**src/rtl/if_fetch_unit_if.sv**
```systemverilog
// Fetch-stage bus: instruction-memory req/ack handshake, IF/ID presentation,
// and the ID-stall / EX-redirect controls that steer the fetch unit.
interface if_fetch_unit_if;
    logic        Stall;
    logic        Redirect;
    logic [31:0] RedirectPC;
    logic        MemReq;
    logic [31:0] MemAddr;
    logic        MemAck;
    logic [31:0] MemRdata;
    logic [31:0] PCPlus4;
    logic [31:0] Instruction;
    logic        InstValid;

    modport master (
        input  Stall, Redirect, RedirectPC, MemAck, MemRdata,
        output MemReq, MemAddr, PCPlus4, Instruction, InstValid
    );

    modport slave (
        output Stall, Redirect, RedirectPC, MemAck, MemRdata,
        input  MemReq, MemAddr, PCPlus4, Instruction, InstValid
    );
endinterface

```
**src/rtl/if_fetch_unit.sv**
```systemverilog
// Instruction-fetch stage: owns the PC, runs the memory req/ack handshake and
// presents PCPlus4/Instruction/InstValid to the IF/ID register.
module if_fetch_unit #(
    parameter logic [31:0] RESET_PC = 32'h0000_0000,
    parameter logic [31:0] NOP_INST = 32'h0000_0000
) (
    input  logic            clk,
    input  logic            rst,
    if_fetch_unit_if.master bus
);

    typedef enum logic [1:0] {IDLE, REQ, HOLD, DRAIN} state_t;

    state_t      state, state_nx;
    logic [31:0] pc, pc_nx;
    logic [31:0] inst_reg, inst_nx;
    logic [31:0] drain_addr, drain_nx;
    logic [31:0] target;

    assign target = {bus.RedirectPC[31:2], 2'b00};

    always_ff @(posedge clk or posedge rst) begin
        if (rst) begin
            state      <= IDLE;
            pc         <= RESET_PC;
            inst_reg   <= NOP_INST;
            drain_addr <= RESET_PC;
        end else begin
            state      <= state_nx;
            pc         <= pc_nx;
            inst_reg   <= inst_nx;
            drain_addr <= drain_nx;
        end
    end

    always_comb begin
        state_nx        = state;
        pc_nx           = pc;
        inst_nx         = inst_reg;
        drain_nx        = drain_addr;
        bus.MemReq      = 1'b0;
        bus.MemAddr     = pc;
        bus.PCPlus4     = pc + 32'd4;
        bus.InstValid   = 1'b0;
        bus.Instruction = NOP_INST;

        case (state)
            IDLE: begin
                state_nx = REQ;
                if (bus.Redirect) pc_nx = target;
            end
            REQ: begin
                bus.MemReq = 1'b1;
                if (bus.Redirect) begin
                    pc_nx = target;
                    // Unacked request must stay open on its original address.
                    if (!bus.MemAck) begin
                        drain_nx = pc;
                        state_nx = DRAIN;
                    end
                end else if (bus.MemAck) begin
                    inst_nx  = bus.MemRdata;
                    state_nx = HOLD;
                end
            end
            HOLD: begin
                bus.InstValid   = 1'b1;
                bus.Instruction = inst_reg;
                if (bus.Redirect) begin
                    pc_nx    = target;
                    inst_nx  = NOP_INST;
                    state_nx = REQ;
                end else if (!bus.Stall) begin
                    pc_nx    = pc + 32'd4;
                    state_nx = REQ;
                end
            end
            DRAIN: begin
                bus.MemReq  = 1'b1;
                bus.MemAddr = drain_addr;
                if (bus.Redirect) pc_nx = target;
                if (bus.MemAck) state_nx = REQ;
            end
            default: state_nx = IDLE;
        endcase
    end

endmodule

```
**src/flat_wrapper.sv**
```systemverilog
// flat-port wrapper written by rule: the top's interface ports become plain ports
module if_fetch_unit_flat 
#(
    parameter logic [31:0] RESET_PC = 32'h0000_0000,
    parameter logic [31:0] NOP_INST = 32'h0000_0000
)
  (clk, rst, bus_Stall, bus_Redirect, bus_RedirectPC, bus_MemAck, bus_MemRdata, bus_MemReq, bus_MemAddr, bus_PCPlus4, bus_Instruction, bus_InstValid);
  if_fetch_unit_if bus_i ();
  input  logic clk;
  input  logic rst;
  input wire logic [$bits(bus_i.Stall)-1:0] bus_Stall;
  input wire logic [$bits(bus_i.Redirect)-1:0] bus_Redirect;
  input wire logic [$bits(bus_i.RedirectPC)-1:0] bus_RedirectPC;
  input wire logic [$bits(bus_i.MemAck)-1:0] bus_MemAck;
  input wire logic [$bits(bus_i.MemRdata)-1:0] bus_MemRdata;
  output wire logic [$bits(bus_i.MemReq)-1:0] bus_MemReq;
  output wire logic [$bits(bus_i.MemAddr)-1:0] bus_MemAddr;
  output wire logic [$bits(bus_i.PCPlus4)-1:0] bus_PCPlus4;
  output wire logic [$bits(bus_i.Instruction)-1:0] bus_Instruction;
  output wire logic [$bits(bus_i.InstValid)-1:0] bus_InstValid;
  assign bus_i.Stall = bus_Stall;
  assign bus_i.Redirect = bus_Redirect;
  assign bus_i.RedirectPC = bus_RedirectPC;
  assign bus_i.MemAck = bus_MemAck;
  assign bus_i.MemRdata = bus_MemRdata;
  assign bus_MemReq = bus_i.MemReq;
  assign bus_MemAddr = bus_i.MemAddr;
  assign bus_PCPlus4 = bus_i.PCPlus4;
  assign bus_Instruction = bus_i.Instruction;
  assign bus_InstValid = bus_i.InstValid;
  if_fetch_unit #(.RESET_PC(RESET_PC), .NOP_INST(NOP_INST)) u_core (.clk(clk), .rst(rst), .bus(bus_i));
endmodule
```
**config.mk**
```make
export PLATFORM = sky130hd
export DESIGN_NAME = if_fetch_unit_flat
export DESIGN_NICKNAME = d
export VERILOG_FILES = /design/src/rtl/if_fetch_unit_if.sv /design/src/rtl/if_fetch_unit.sv /design/src/flat_wrapper.sv
export SDC_FILE = /design/constraint.sdc
export NUM_CORES = 1
export LEC_CHECK = 0
export ABC_AREA = 1
export BUFFER_PORTS_ARGS = -buffer_cell sky130_fd_sc_hd__buf_2
export CORE_MARGIN = 4
export CORE_UTILIZATION = 50
export CTS_BUF_LIST = sky130_fd_sc_hd__clkbuf_16
export DETAILED_ROUTE_END_ITERATION = 8
export PLACE_DENSITY = 0.91
export REMOVE_ABC_BUFFERS = 1
export SYNTH_ARGS = -nofsm -noshare
export SYNTH_HDL_FRONTEND = slang
export SYNTH_SLANG_ARGS = --single-unit
```
**constraint.sdc**
```tcl
create_clock -name clk -period 5.8 [get_ports clk]
set_input_delay 0.58 -clock clk [delete_from_list [all_inputs] [get_ports clk]]
set_output_delay 0.58 -clock clk [all_outputs]
set_load 0.02 [all_outputs]
```
Yosys cells after proc, flatten, opt, wreduce, memory -nomap -nowiden --
Cells that the tools add are included.
Cells by class: reduce and logical (&&, ||, !) cells 8, equality and inequality tests 11, muxes and demuxes 19, $add $sub $neg 1, bitwise operators 1
Operators by type and width (count):
- 32-bit 2-to-1 mux | 8
- 32-bit one-hot mux with 2 select lines | 2
- 32-bit by 3-bit adder with 32-bit output (second input constant) | 1
- 2-bit 2-to-1 mux | 6
- 3-bit inequality test (second input constant) | 3
- 2-bit inequality test (second input constant) | 4
- 2-bit one-hot mux with 4 select lines | 1
- 4-bit AND reduction | 2
- 2-bit equality test (second input constant) | 2
- 3-bit AND reduction | 1
- 3-bit OR reduction | 1
- 2-bit by 1-bit equality test with 1-bit output (second input constant) | 1
- 2-bit logical NOT | 1
- 1-bit 2-to-1 mux | 2
- 2-bit by 1-bit inequality test with 1-bit output (second input constant) | 1
- 2-bit AND reduction | 1
- 2-bit nonzero test | 1
- 2-bit OR reduction | 1
- 1-bit NOT | 1
Storage, ports and cells: input port bits 69, output and inout port bits 98, flip-flop bits (word level) 98, word-level logic and storage cells 44

Longest topological paths before layout --
depth in word-level cells 4, depth in mapped cells 10

Worst setup path before layout --
OpenSTA, ideal clock, no wires.
path type register -> output, from register u_core.pc[2], to output bus_PCPlus4[22], cell stages (with the launch flop) 8, arrival 1.309 ns, data required time 5.220 ns, slack 3.911 ns, path through dfrtp_1 -> ha_1 -> nand2_1 -> nor2_2 -> nand2_4 -> nor2_8 -> nand3_1 -> nand2_1
Between the ends: word-level cells in the longest chain between the ends 1
RTL lines:
- start: declaration | RTL line if_fetch_unit.sv:15 | logic [31:0] pc, pc_nx;
- start signal: assignment | RTL line if_fetch_unit.sv:30 | pc <= pc_nx;
- 32-bit by 3-bit adder with 32-bit output | RTL line if_fetch_unit.sv:43 | bus.PCPlus4 = pc + 32'd4;
- end: declaration | RTL line flat_wrapper.sv:18 | output wire logic [$bits(bus_i.PCPlus4)-1:0] bus_PCPlus4;
Every way passes these cells.

Worst setup path after layout --
from register u_core.state[1], to output bus_MemAddr[13]
Between the ends: word-level cells in the longest chain between the ends 2
RTL lines:
- start: declaration | RTL line if_fetch_unit.sv:14 | state_t state, state_nx;
- start signal: assignment | RTL line if_fetch_unit.sv:29 | state <= state_nx;
- 2-bit equality test | RTL line if_fetch_unit.sv:47 | case (state)
- 32-bit 2-to-1 mux | RTL line if_fetch_unit.sv:47
- end: declaration | RTL line flat_wrapper.sv:17 | output wire logic [$bits(bus_i.MemAddr)-1:0] bus_MemAddr;
Every way passes these cells.

==> metrics.txt <==
pre-CTS setup slack 3.41 ns; I/O Pins 167; Tightest Pin Transition 1.10 ns; top-area cell type share of the netlist area 44.6%; Lkg Pwr 3.53 nW; Die ar. 12,200 um2; Worst Path Required 5.22 ns; RSZ-0062 raised after global routing no; diodes inserted 0; Crit Path Category flip-flop to output port; Netlist cell types 28; GRT Overall Usage 23.0%; post-layout util 62.4%; cell count after synthesis 747; final wirelength 14.1 mm; Starting Density 51.3%; final period utilization 47.3%; max reg flops 32; DRC viols 0; Clock Tree Root clkbuf_16; Seq cells post-synth 94; status finished, final reports clean; first-pass GRT wire length 23.3 mm; CTS tree built; Slew Limit Fails 0; Overflow after GRT 0; DRT Pass-1 Iters 5; Vias 5,215; setup TNS 0 ns; Setup violations, final 0; post-synthesis sequential area ratio 44.6%; largest net degree at the start of global routing 62; CTS resizes 0; Reg clk slew, reported paths 0.06 ns; CTS H-tree lvls 3; worst min-delay path class input pin to async pin; Area contributors post-synth dfrtp_1 (45%), nand2_1 (15%), nor2_1 (8.5%); core area 10,300 um2; final hold vios 0; Nets 960; dpl hpwl 10.2 mm; wire per inst 13.7 um; setup bufs post-CTS 0; final worst slack 3.06 ns; Die Ht 111 um; Tot Pwr 0.00271 W; Max Buffers Root-to-Sink 2; Worst Clk Skew 0.00944 ns; chip width 111 um; crit path launch type flip-flop; Max Cap Viol 0; CTS Buf Count 9; post-layout min period 2.74 ns; hold-fix buffers at CTS 0; number of global-route vias before repair 4,848; r2r setup slk 3.66 ns; Avg Cell Area, Syn 7.06 um2; mapped cell area 5270 um2; biggest area consumer among synthesized cells dfrtp_1; Crit path arrival time 2.16 ns; port bufs 160; Cell Rows 37; Area Growth Syn to Fin 21.7%; initial antenna violation count 0; crit-path max FO 61; max_slew headroom 26.1%; Clock Latency Late Sink 0.34 ns; GPL Wtd Cong 0.861; Ys Warns 0; CTS Sinks 94; VDD IR max 0.209 mV; Worst Setup End Kind output port; FMAX 365 MHz; R2R depth 5; initial DRC count 417; layout cell share with drive strength beyond 1 23.0%; Cell Pwr Density 422 nW/um2; ANT nets after route 0; Via density 5.06
## worst paths after layout
kind,from,endpoint
min in group clk,bus_MemRdata[8],u_core.inst_reg[8]
max,u_core.state[1],bus_MemAddr[13]
min reg2reg,u_core.drain_addr[24],u_core.drain_addr[24]
max in group asynchronous,rst,u_core.drain_addr[27]
min,rst,u_core.inst_reg[4]
max reg2reg,u_core.state[1],u_core.drain_addr[13]
## metrics by stage
| step | hold slack [ns] | instance area, um2 | instances |
|---|---|---|---|
| after detailed placement | 0.474 | 6130 | 1015 |
| after global placement | 0.467 | 6130 | 1015 |
| after CTS | 0.309 | 6420 | 1031 |
| after floorplan | 0.454 | 5120 | 716 |
| after global routing | 0.337 | 6420 | 1031 |
| final | 0.287 | 6420 | 1031 |
## layout by cell type (no fill, tap or decap), types with 3 or more instances in the layout
cell type,instances
inv_1,100
inv_2,4
nand2_2,4
a21oi_1,33
nor2_1,120
xor2_1,9
nor2_2,7
xor2_2,3
clkbuf_16,9
o21bai_1,6
o21ai_0,68
o22ai_1,15
and2_1,3
buf_2,160
nand3_1,27
nand2_1,203
nor2_4,3
o21ai_1,3
buf_4,3
dfrtp_1,94
conb_1,4
## synthesized netlist by cell type, drive strengths merged
cell / number
xor2: 12
o21ai: 73
clkbuf: 18
nand3: 28
conb: 1
nor3: 1
xnor2: 1
nor2: 132
o21bai: 6
ha: 1
o22ai: 15
a21oi: 33
buf: 16
inv: 104
dfrtp: 94
nand2: 209
and2: 3
## layout make-up
type | count | area [um2]
flip-flops and latches | 94 | 2350
clock inverters | 7 | 66.3
fillers | 931 | 3860
inverters | 104 | 393
well taps | 136 | 170
repair buffers | 163 | 823
clock buffers | 9 | 225
multi-input cells | 518 | 2390
## report_power, final
part / leakage (nW) / switching [W] / internal (W)
combinational: 2.25 / 0.000756 / 0.000347
sequential: 1.14 / 0.000124 / 0.000895
clock: 0.140 / 0.000255 / 0.000331
total: 3.53 / 0.00114 / 0.00157
## worst max-delay path: stages (launching register included)
cell	delay [ns]
dfrtp_1	0.44
nand2_2	0.82
nor2_1	0.07
a21oi_1	0.24
buf_2	0.23
## layer usage
| layer | track usage [%] | part of all wire (%) |
|---|---|---|
| met1 | 30.5 | 42 |
| met2 | 37.5 | 48 |
| met3 | 5.40 | 8.8 |
| met4 | 6.90 | 1.4 |
| met5 | 0 | 0 |
## logic make-up (layout without fill, tap and decap cells)
family	Yosys count	in the layout	synth area share (%)
buf+inv	138	283	10.4
compound gates	127	127	12.8
xor+xnor	13	13	2.59
fa+ha+maj	1	1	0.237
other cells	1	4	0.0711
simple gates	373	373	29.2
flops	94	94	44.6
Note: power is estimated with default switching activity, not from simulation.
